--- src/rtl/inst_mem_port_pkg.sv ---
// inst_mem_port_pkg: word geometry and FSM encoding shared by the instruction fetch port
package inst_mem_port_pkg;
  localparam int XLEN = 32;
  localparam int INST_BYTES = 4;
  typedef enum logic [1:0] {IDLE, READ, RESP} state_e;
endpackage

--- src/rtl/inst_mem_port.sv ---
// inst_mem_port: fetches a little-endian instruction word byte by byte from a shared synchronous RAM port
module inst_mem_port
  import inst_mem_port_pkg::*;
(
  input  logic            clk_in,
  input  logic            rst_in,
  input  logic            rdy_in,
  input  logic            req_valid,
  input  logic [XLEN-1:0] req_addr,
  output logic            resp_ready,
  output logic [XLEN-1:0] resp_data,
  input  logic            flush,
  output logic            bus_req,
  input  logic            bus_gnt,
  output logic [XLEN-1:0] ram_a,
  input  logic [7:0]      ram_din,
  output logic            ram_wr
);
  state_e state_q, state_d;
  logic [XLEN-1:0] base_q, base_d, ram_a_q, ram_a_d, resp_q, resp_d;
  logic [2:0] issue_q, issue_d, cap_q, cap_d;
  logic pend_q, pend_d;
  logic [INST_BYTES-1:0][7:0] lanes_q, lanes_d;
  assign ram_wr = 1'b0;
  assign ram_a = ram_a_d;
  // outside RESP the last delivered word is shown so resp_data never wanders mid-fetch
  assign resp_data = state_q == RESP ? lanes_q : resp_q;
  assign bus_req = !flush && ((state_q == IDLE && req_valid) || state_q == READ);
  assign resp_ready = state_q == RESP && rdy_in && !flush;
  always_comb begin
    state_d = state_q;
    base_d = base_q;
    issue_d = issue_q;
    cap_d = cap_q;
    pend_d = pend_q;
    lanes_d = lanes_q;
    resp_d = resp_q;
    ram_a_d = ram_a_q;
    if (flush) begin
      state_d = IDLE;
      pend_d = 1'b0;
      lanes_d = '0;
    end else if (!rdy_in) begin
      pend_d = 1'b0;
    end else if (state_q == IDLE && req_valid && bus_gnt) begin
      base_d = req_addr;
      ram_a_d = req_addr;
      issue_d = 3'd1;
      cap_d = 3'd0;
      pend_d = 1'b1;
      state_d = READ;
    end else if (state_q == READ) begin
      if (pend_q) begin
        lanes_d[cap_q[1:0]] = ram_din;
        cap_d = cap_q + 3'd1;
      end
      // a stall dropped the in-flight read, so restart issuing from the next byte still missing
      if (!pend_q) begin
        ram_a_d = base_q + XLEN'(cap_q);
        issue_d = cap_q + 3'd1;
        pend_d = 1'b1;
      end else if (issue_q < 3'(INST_BYTES)) begin
        ram_a_d = base_q + XLEN'(issue_q);
        issue_d = issue_q + 3'd1;
        pend_d = 1'b1;
      end else begin
        pend_d = 1'b0;
      end
      if (pend_q && cap_q == 3'(INST_BYTES - 1)) state_d = RESP;
    end else if (state_q == RESP) begin
      resp_d = lanes_q;
      state_d = IDLE;
    end
  end
  always_ff @(posedge clk_in) begin
    if (rst_in) begin
      state_q <= IDLE;
      base_q <= '0;
      issue_q <= '0;
      cap_q <= '0;
      pend_q <= 1'b0;
      lanes_q <= '0;
      resp_q <= '0;
      ram_a_q <= '0;
    end else begin
      state_q <= state_d;
      base_q <= base_d;
      issue_q <= issue_d;
      cap_q <= cap_d;
      pend_q <= pend_d;
      lanes_q <= lanes_d;
      resp_q <= resp_d;
      ram_a_q <= ram_a_d;
    end
  end
endmodule

--- config.mk ---
export PLATFORM = sky130hd
export DESIGN_NAME = inst_mem_port
export DESIGN_NICKNAME = d
export VERILOG_FILES = /design/src/rtl/inst_mem_port_pkg.sv /design/src/rtl/inst_mem_port.sv
export SDC_FILE = /design/constraint.sdc
export NUM_CORES = 1
export LEC_CHECK = 0
export ABC_AREA = 1
export BUFFER_PORTS_ARGS = -buffer_cell sky130_fd_sc_hd__buf_4
export CAP_MARGIN = 20
export CORE_ASPECT_RATIO = 0.75
export CORE_UTILIZATION = 45
export DETAILED_ROUTE_END_ITERATION = 10
export GPL_TIMING_DRIVEN = 1
export SKIP_LAST_GASP = 1
export SLEW_MARGIN = 10
export SYNTH_ARGS = -nofsm -noshare
export SYNTH_HDL_FRONTEND = slang
export SYNTH_SLANG_ARGS = --single-unit
--- constraint.sdc ---
create_clock -name clk_in -period 2.07 [get_ports clk_in]
set_input_delay 0.207 -clock clk_in [delete_from_list [all_inputs] [get_ports clk_in]]
set_output_delay 0.207 -clock clk_in [all_outputs]
set_load 0.005 [all_outputs]
==> flow_summary_export.csv, run 1 <==
group,metric,value,unit
sta,maxSlewHeadroom,44.1,%
setup_path,crit_path_end_kind,"primary output",
final_layout,nNetsFinal,1487,
floorplan,die_w,158,um
final_layout,n_antenna_cell,0,
floorplan,start_util,46.2,%
final_layout,multi_input_area,5230,um^2
clock_tree,root_buffer,"clkbuf_16",
logic_synthesis,avgSynthCellArea,6.49,um^2
sta,post-route-min-period,2.64,ns
power_and_ir_drop,pwr-share-clk,46.1,%
final_layout,fill_cells,1705,
global_routing,grt_use_total,29.3,%
setup_path,cp_common_cell,"nand2_1",
floorplan,die_area,18800,um^2
placement,dpl.hpwl,19200,um
logic_synthesis,synth_top_area_share,33.4,%
drt,drtAntennaViolNets,0,
placement,dpl-instance-area,9750,um^2
setup_path,r2r_start,"base_q[0]",
power_and_ir_drop,leakagePower,0.00448,uW
run,maxCapViolCount,0,
drt,drt_iter0_drc,713,
sta,timing.hold.ws,0.0327,ns
global_routing,grt_pass1_vias,7790,
logic_synthesis,synth_edf_count,0,
power_and_ir_drop,p_int,4650,uW
setup_path,crit_fanout,3,
logic_synthesis,synth_fp_nets,1325,
clock_tree,cts_tree,"yes",
floorplan,die_y,119,um
drt,drt-total-wl,27100,um
setup_path,worst_setup_path_start_kind,"flip-flop",
sta,fin_setup_tns,-13.44,ns
final_layout,drive_gt1_share,28.1,%
setup_path,path_cells,"ha_4 > fa_2 > nand2_1 > nand2_1 > nand2_2 > nor2_4 > o21ai_2 > a21oi_1 > o21ai_1 > buf_4 > nand2_1 > buf_4",
power_and_ir_drop,max-vdd-ir-drop,0.000451,V
logic_synthesis,synth_ff_type,"dfxtp_1",
clock_tree,holdBufCountCts,0,
global_routing,grt_max_degree,70,
clock_tree,clock_latency,0.44,ns
sta,drv_slew,0,
placement,io_buffers,111,
logic_synthesis,synth_top_area_cell,"dfxtp_1",
logic_synthesis,seq_area_frac_synth,33.4,%
status,violations,"setup timing",
sta,fin_ws,-0.573,ns
setup_path,crit_slowest_cell,"fa_2",
power_and_ir_drop,netSwitchingFraction,28.3,%
worst_hold_path,min_from,"req_addr[7]",
global_routing,overflow,0,
sta,finalClockSkew,0.0123,ns
final_layout,final_area,11000,um^2
setup_path,cp.required,1.86,ns
drt,drc,0,
clock_tree,htreeDepth,4,
sta,period_share,128,%
power_and_ir_drop,pwr-share-seq,42.5,%
sta,setup_viol,31,
power_and_ir_drop,power_frac_comb,11.4,%
logic_synthesis,async_flop_share,0,%
drt,route.vias.total,8919,
clock_tree,path_clk_slew,0.07,ns
drt,avgViaCountPerCell,5.30,
power_and_ir_drop,switching_power,1840,uW
logic_synthesis,yosysUniqueCellTypes,38,
final_layout,syn2layout_area_growth,33.6,%
setup_path,max_stage_delay,0.42,ns
logic_synthesis,yosys_warnings,0,
setup_path,path_class,"reg -> out",
setup_path,startpoint,"base_q[0]",
logic_synthesis,ys_seq_elements,137,
drt,wl_per_cell,16.1,um
setup_path,worst-path-buf-inv,2,
floorplan,rows,42,
global_routing,antenna_found_initial,0,
global_routing,grt_pass1_wl,42400,um
logic_synthesis,synth_area_leaders,"dfxtp_1 (33%), nand2_1 (17%), a21oi_1 (8.8%)",
sta,worst_pin_slew,0.839,ns
sta,max_freq,0.378,GHz
sta,finalHoldViolCount,0,
setup_path,cp.arrival,2.44,ns
floorplan,coreArea,17800,um^2
clock_tree,numCtsBuffers,17,
clock_tree,cts_buffer_depth,2,
clock_tree,clock-sinks,137,
sta,rsz0062_at_grt,"true",
final_layout,seq_area,2770,um^2
setup_path,path_delay_family,"adder cells",
drt,firstDrtPassIters,6,
logic_synthesis,syn_area,8210,um^2
status,outcome,"finished, violations left",
logic_synthesis,netlist_instances,1265,
floorplan,pin_count,113,
placement,routabilityCongestion,0.958,
worst_hold_path,hold_path_class,"in -> reg",
power_and_ir_drop,power_density,591,nW/um^2
through the flow:
stage          setup slack (ns)  utilization (%)  power [uW]  cells
6_report                 -0.573             61.7        6480   1682
3_5_place_dp             -0.250             54.9        3510   1635
3_3_place_gp             -0.270             54.9        3500   1635
2_1_floorplan             0.111                -        3160   1265
4_1_cts                  -0.487             59.3        6500   1669
5_1_grt                  -0.676             61.7        6730   1682
what timing repair did:
action | CTS | global route
resized for setup | 64 | 87
setup buffers | 2 | 14
endpoints found under the setup margin | 34 | 51
pin swaps | 17 | 53
cells by family after synthesis:
family                   share of synthesized area, %
AO/OA/AOI/OAI                                    20.2
XOR/XNOR                                        0.534
buffers and inverters                            8.02
adder cells (fa/ha/maj)                          2.32
AND/OR/NAND/NOR                                  35.4
flip-flops                                       33.4
other                                          0.0457
final cells by class:
type	count	share of cell area, %
inverters	105	3.66
repair buffers	202	15.4
multi-input cells	964	47.7
clock inverters	14	1.18
well taps	242	2.76
flip-flops and latches	137	25.2
clock buffers	18	4.01
synthesized netlist by cell type, types with 2 or more instances:
library cell / count
nand4_1: 3
a21oi_1: 145
o211ai_1: 9
nor2_4: 22
nand2_1: 370
nand3_2: 3
buf_4: 4
nand3_1: 113
a22oi_1: 27
xor2_1: 5
o21ai_0: 101
nand2_2: 14
dfxtp_1: 137
nand3b_1: 3
nand2_4: 8
o21ai_1: 12
nor2_1: 84
inv_1: 94
inv_2: 11
buf_2: 13
a21oi_2: 5
clkbuf_1: 37
ha_1: 12
fa_1: 2
o22ai_1: 5
nor2_2: 12
buf_1: 3
power groups by stage:
stage / logic (uW) / registers (uW) / clock network [uW]
after detailed placement: 693 / 2810 / 0
after global routing: 820 / 2760 / 3140
final: 738 / 2760 / 2990
after CTS: 706 / 2750 / 3040
after global placement: 691 / 2810 / 0
after floorplan: 358 / 2800 / 0
placed cells by master, fill, tap and decap left out, drive strengths merged, types with 12 or more instances in the layout:
cell	instances
nand2	392
a21oi	150
nand3	117
ha	12
nor2	119
dfxtp	137
a22oi	27
clkbuf	18
o21ai	113
inv	113
buf	202
worst paths after layout:
path                end  slack, ns  depth (start not counted)
max            ram_a[8]      -0.57                         12
min           base_q[7]       0.03                          3
max reg2reg  ram_a_q[6]       0.01                         11
min reg2reg  resp_q[30]       0.45                          2
metal layers:
| metal | wire length [um] | global-route usage (%) | up-vias |
|---|---|---|---|
| li1 | - | - | 4502 |
| met1 | 14300 | 48.0 | 4057 |
| met2 | 10100 | 36.7 | 346 |
| met3 | 2510 | 6.91 | 14 |
| met4 | 201 | 6.43 | 0 |
| met5 | 0 | 0 | - |
worst min-delay path, delay by kind of cell:
| family | cells | cell delay [ns] |
|---|---|---|
| buf+inv | 1 | 0.12 |
| simple gates | 1 | 0.05 |
| compound gates | 1 | 0.05 |
flip-flops by register name (all words and copies together), names as in the netlist:
name / cells
base_q: 32
issue_q: 3
ram_a_q: 32
lanes_q: 32
cap_q: 3
resp_q: 32
state_q: 2
pend_q: 1
No activity file was read; power rests on OpenSTA's default activity.
==> run 2, diff against run 1 <==
--- a/config.mk
+++ b/config.mk
@@ -13,4 +13,5 @@
 export DETAILED_ROUTE_END_ITERATION = 10
 export GPL_TIMING_DRIVEN = 1
+export MAX_ROUTING_LAYER = met4
 export SKIP_LAST_GASP = 1
 export SLEW_MARGIN = 10
==> constraint.sdc (replaced) <==
create_clock -name clk_in -period 2.07 [get_ports clk_in]
set_input_delay 0.207 -clock clk_in [delete_from_list [all_inputs] [get_ports clk_in]]
set_output_delay 0.207 -clock clk_in [all_outputs]
set_load 0.02 [all_outputs]
==> flow_summary_export.csv, run 2 (synthesis gave the netlist of run 1 again) <==
group,metric,value,unit
power_and_ir_drop,leakagePower,0.00474,uW
floorplan,coreArea,17800,um^2
final_layout,drive_gt1_share,31.6,%
sta,finalClockSkew,0.00898,ns
sta,worst_pin_slew,0.844,ns
global_routing,grt_pass1_wl,43400,um
clock_tree,clock_latency,0.43,ns
drt,drt_iter0_drc,784,
sta,rsz0062_at_grt,"true",
setup_path,path_cells,"ha_4 > fa_2 > buf_4 > buf_4 > xor2_1 > o22ai_2 > nand2_1 > o211ai_1 > nand2_1 > buf_4",
global_routing,overflow,0,
floorplan,die_w,158,um
drt,wl_per_cell,16.3,um
sta,maxSlewHeadroom,43.7,%
clock_tree,numCtsBuffers,17,
setup_path,crit_slowest_cell,"dfxtp_4",
clock_tree,htreeDepth,4,
setup_path,rrSetupSlack,-0.40,ns
clock_tree,clock-sinks,137,
setup_path,crit_fanout,3,
floorplan,rows,42,
sta,post-route-min-period,2.58,ns
sta,max_freq,0.388,GHz
placement,pre_cts_ws,-0.272,ns
final_layout,syn2layout_area_growth,38.4,%
setup_path,path_delay_family,"adder cells",
global_routing,grt_max_degree,70,
drt,drtAntennaViolNets,0,
setup_path,crit_path_end_kind,"primary output",
final_layout,nNetsFinal,1517,
setup_path,path_class,"reg -> out",
run,maxCapViolCount,0,
drt,firstDrtPassIters,8,
sta,drv_slew,0,
sta,setup_viol,32,
final_layout,layout_commonest_cell,"nand2_1",
sta,finalHoldViolCount,0,
setup_path,cp_common_cell,"buf_4",
final_layout,n_antenna_cell,0,
clock_tree,cts_buffer_depth,2,
floorplan,start_util,46.2,%
global_routing,grt_use_total,31.0,%
clock_tree,root_buffer,"clkbuf_16",
setup_path,cp.required,1.86,ns
drt,drt-total-wl,27900,um
floorplan,pin_count,113,
sta,fin_setup_tns,-13.47,ns
worst_hold_path,hold_path_class,"in -> reg",
status,violations,"setup timing",
floorplan,die_area,18800,um^2
setup_path,worst_setup_path_start_kind,"flip-flop",
power_and_ir_drop,power,6840,uW
floorplan,die_y,119,um
power_and_ir_drop,max-vdd-ir-drop,0.000491,V
drt,drc,0,
sta,period_share,125,%
setup_path,worst-path-buf-inv,3,
clock_tree,cts_tree,"yes",
drt,route.vias.total,8973,
placement,dpl-instance-area,9860,um^2
power_and_ir_drop,power_density,602,nW/um^2
sta,fin_ws,-0.509,ns
final_layout,layout_common_cells,"nand2_1 (327), buf_4 (203), a21oi_1 (137)",
placement,routabilityCongestion,0.966,
placement,dpl.hpwl,19900,um
global_routing,grt_pass1_vias,7994,
setup_path,cp.arrival,2.37,ns
placement,io_buffers,111,
clock_tree,holdBufCountCts,0,
status,outcome,"finished, violations left",
sta,timing.hold.ws,0.0324,ns
setup_path,max_stage_delay,0.37,ns
clock_tree,path_clk_slew,0.07,ns
drt,avgViaCountPerCell,5.24,
final_layout,final_area,11400,um^2
global_routing,antenna_found_initial,0,
-- run 2: cell types whose count changed in the layout (fill, tap and decap cells not counted), sizes merged --
cell,previous run,this run
buf,202,232
bufinv,0,2
clkinv,3,2
clkinvlp,3,2
-- run 2: repair_timing --
item | 4_1_cts | 5_1_grt
pin swaps | 41 | 53
setup endpoints to repair | 50 | 56
gates resized for setup | 96 | 92
setup buffers | 21 | 13
-- run 2: stage by stage --
| stage | utilization, % | instances |
|---|---|---|
| 5_1_grt | 64.0 | 1712 |
| 2_1_floorplan | - | 1265 |
| 4_1_cts | 61.7 | 1702 |
| 3_3_place_gp | 55.5 | 1650 |
| 6_report | 64.0 | 1712 |
| 3_5_place_dp | 55.5 | 1650 |
-- run 2: power breakdown --
group          switching [uW]  internal [uW]  leakage [uW]
clock network            1360           1860      0.000297
registers                44.1           2710       0.00112
logic                     517            341       0.00333
-- run 2: worst min-delay path, delay by kind of cell --
| kind | cells | cell delay (ns) |
|---|---|---|
| buffers and inverters | 1 | 0.11 |
| and+or+nand+nor | 1 | 0.05 |
| AOI/OAI and AO/OA | 1 | 0.05 |
-- run 2: cell type report --
cell class | instances | area [um^2]
fillers | 1684 | 6400
multi-input cells | 964 | 5340
flip-flops and latches | 137 | 2770
repair buffers | 232 | 1920
clock buffers | 18 | 439
inverters | 105 | 402
well taps | 242 | 303
clock inverters | 14 | 175
-- run 2: path summary, 6_finish.rpt --
check / startpoint / endpoint / cells after the start
max: base_q[0] / ram_a[2] / 10
min: req_addr[15] / base_q[15] / 3
min reg2reg: resp_q[17] / resp_q[17] / 2
max reg2reg: base_q[0] / ram_a_q[3] / 19
-- run 2: metal layers --
metal  up-vias  GRT usage, %  part of all wire [%]
met4         0          5.05                  0.64
met1      4079          49.4                    54
met5         -             -                     0
met2       322          39.3                    38
li1       4554             -                     -
met3        18          6.15                   7.9
==> run 3, diff against run 2 <==
- ABC_AREA: 1 -> not set
- PLACE_DENSITY: not set -> 0.65
==> flow_summary_export.csv, run 3 <==
group,metric,value,unit
placement,routabilityCongestion,0.941,
worst_hold_path,whs_endpoint,"base_q[19]",
setup_path,path_class,"reg -> out",
logic_synthesis,muxShareOfSynthArea,5.14,%
drt,avgViaCountPerCell,5.95,
logic_synthesis,synth-simple-area-share,29.6,%
placement,io_buffers,111,
setup_path,startpoint,"base_q[0]",
clock_tree,cts_tree,"yes",
final_layout,layout_commonest_cell,"buf_4",
logic_synthesis,synth_fa_ha_area_share,2.50,%
final_layout,syn2layout_area_growth,64.7,%
clock_tree,clock-sinks,137,
power_and_ir_drop,power,6830,uW
logic_synthesis,ys_seq_elements,137,
floorplan,rows,40,
status,violations,"DRC, setup timing",
final_layout,multi_input_area,5630,um^2
logic_synthesis,seq_area_frac_synth,36.0,%
setup_path,path_cells,"ha_4 > fa_2 > a21oi_4 > nor4_4 > buf_12 > and2_4 > a221o_1 > a211o_1 > o31a_1 > buf_6",
worst_hold_path,min_from,"req_addr[19]",
sta,rsz0062_at_grt,"true",
drt,drc,3,
worst_hold_path,whs_path_depth,3,
logic_synthesis,synth_top_area_share,36.0,%
logic_synthesis,synth_top_area_cell,"dfxtp_1",
logic_synthesis,netlist_instances,985,
setup_path,reg2reg_depth,19,
drt,route.vias.total,8987,
logic_synthesis,synth_edf_count,0,
global_routing,grt_pass1_wl,44900,um
setup_path,cp.arrival,2.81,ns
run,maxCapViolCount,0,
setup_path,crit_fanout,4,
sta,setup_viol,93,
global_routing,grt_use_total,34.3,%
final_layout,n_antenna_cell,0,
logic_synthesis,synth_ff_type,"dfxtp_1",
drt,wl_per_cell,20.5,um
placement,dpl-instance-area,10200,um^2
global_routing,overflow,0,
clock_tree,numCtsBuffers,17,
worst_hold_path,hold_path_class,"in -> reg",
logic_synthesis,yosys_warnings,0,
setup_path,crit_slowest_cell,"dfxtp_4",
logic_synthesis,yosys-top-cells-count,"nand2_1 (151), dfxtp_1 (137), a21oi_1 (101), nor3_1 (78), nor2_1 (77)",
logic_synthesis,synth_area_leaders,"dfxtp_1 (36%), nand2_1 (7.4%), a21oi_1 (6.6%)",
setup_path,timing.rr.end,"ram_a_q[3]",
logic_synthesis,synth_xor_area_share,3.22,%
sta,post-route-min-period,3.02,ns
placement,dp.cells,1418,
logic_synthesis,syn_area,7610,um^2
logic_synthesis,avgSynthCellArea,7.73,um^2
sta,fin_setup_tns,-30.47,ns
global_routing,grt_max_degree,51,
logic_synthesis,async_flop_share,0,%
global_routing,grt_pass1_vias,8232,
final_layout,nNetsFinal,1348,
logic_synthesis,synth_top_family_by_area,"simple AND/OR/NAND/NOR gates",
sta,fin_ws,-0.951,ns
floorplan,die_area,17500,um^2
final_layout,final_area,12500,um^2
logic_synthesis,synth_fp_nets,1045,
clock_tree,path_clk_slew,0.07,ns
status,outcome,"finished, violations left",
sta,maxSlewHeadroom,40.4,%
floorplan,die_w,152,um
drt,drt_iter0_drc,898,
clock_tree,htreeDepth,4,
final_layout,layout_common_cells,"buf_4 (263), nand2_1 (134), dfxtp_1 (114)",
sta,drv_slew,0,
sta,timing.hold.ws,0.0258,ns
floorplan,pin_count,113,
power_and_ir_drop,max-vdd-ir-drop,0.000477,V
drt,drt-total-wl,30900,um
logic_synthesis,yosysUniqueCellTypes,78,
sta,finalHoldViolCount,0,
clock_tree,root_buffer,"clkbuf_16",
setup_path,worst-path-buf-inv,2,
clock_tree,clock_latency,0.44,ns
floorplan,die_y,115,um
final_layout,drive_gt1_share,46.7,%
setup_path,rrSetupSlack,-0.77,ns
floorplan,coreArea,16300,um^2
power_and_ir_drop,power_density,545,nW/um^2
logic_synthesis,synth-compound-area-share,18.0,%
drt,drtAntennaViolNets,0,
final_layout,fill_cells,1136,
setup_path,max_stage_delay,0.37,ns
clock_tree,cts_buffer_depth,2,
logic_synthesis,yosysMostFrequentCell,"nand2_1",
power_and_ir_drop,leakagePower,0.00526,uW
final_layout,instances_no_fill,1511,
setup_path,crit_path_end_kind,"primary output",
sta,finalClockSkew,0.0137,ns
sta,worst_pin_slew,0.893,ns
floorplan,start_util,46.8,%
placement,dpl.hpwl,19600,um
setup_path,r2r_start,"base_q[0]",
drt,firstDrtPassIters,11,
global_routing,antenna_found_initial,0,
setup_path,path_delay_family,"compound AO/OA/AOI/OAI gates",
setup_path,cp.required,1.86,ns
sta,max_freq,0.331,GHz
setup_path,worst_setup_path_start_kind,"flip-flop",
sta,period_share,146,%
final_layout,seq_area,2790,um^2
-- run 3: layout make-up --
cell class                      instances  area share (%)
Clock buffer                           19            3.61
Clock inverter                         13            1.06
Inverter                               16           0.499
Multi-Input combinational cell        755            44.9
Sequential cell                       137            22.3
Tap cell                              210            2.09
Timing Repair Buffer                  361            25.6
-- run 3: metal layers --
layer / part of all wire (%) / vias to the layer above / track usage [%]
met1: 45 / 4317 / 47.5
met5: 0 / - / -
met4: 1.9 / 0 / 10.6
met3: 8.7 / 48 / 5.94
li1: - / 4146 / -
met2: 45 / 476 / 50.6
-- run 3: worst register-to-register path, cell delays in order, from the launching register on --
cell	delay, ns
dfxtp_4	0.37
ha_4	0.17
buf_4	0.13
buf_6	0.11
buf_6	0.11
nand3_4	0.11
nand2_4	0.09
buf_6	0.14
buf_12	0.14
xnor2_2	0.12
o22ai_1	0.09
a222oi_1	0.40
buf_4	0.17
buf_4	0.09
buf_4	0.09
buf_4	0.09
buf_4	0.09
buf_4	0.09
buf_4	0.10
nor2_1	0.04
-- run 3: through the flow --
step           worst slack [ns]  util (%)
2_1_floorplan            -0.351         -
3_3_place_gp             -0.534      62.5
3_5_place_dp             -0.580      62.5
4_1_cts                  -0.943      72.7
5_1_grt                   -1.06      77.1
6_report                 -0.951      77.1
-- run 3: kinds of logic after synthesis --
| group | Yosys count |
|---|---|
| compound gates | 218 |
| xor+xnor | 28 |
| fa+ha+maj | 14 |
| buf+inv | 93 |
| flops | 137 |
| mux | 35 |
| other cells | 1 |
| simple gates | 459 |
-- run 3: timing repair --
| action | 4_1_cts | 5_1_grt |
|---|---|---|
| pin swaps | 77 | 51 |
| setup buffers | 47 | 28 |
| endpoints found under the setup margin | 94 | 128 |
| hold buffers | 1 | 0 |
| hold endpoints to repair | 3 | 0 |
| gates resized for setup | 165 | 141 |
| gates cloned | 3 | 1 |
-- run 3: worst max path at each step --
stage / slack, ns / to / depth (start not counted)
2_1_floorplan: -0.35 / ram_a[28] / 9
3_3_place_gp: -0.53 / ram_a[28] / 10
3_5_place_dp: -0.58 / ram_a[28] / 10
4_1_cts: -0.94 / ram_a[26] / 10
5_1_grt: -1.06 / ram_a[28] / 10
6_report: -0.95 / ram_a[26] / 10
-- run 3: power by group --
group          internal, uW  switching [uW]
Combinational           473             534
Clock                  1750            1320
Sequential             2700            50.0
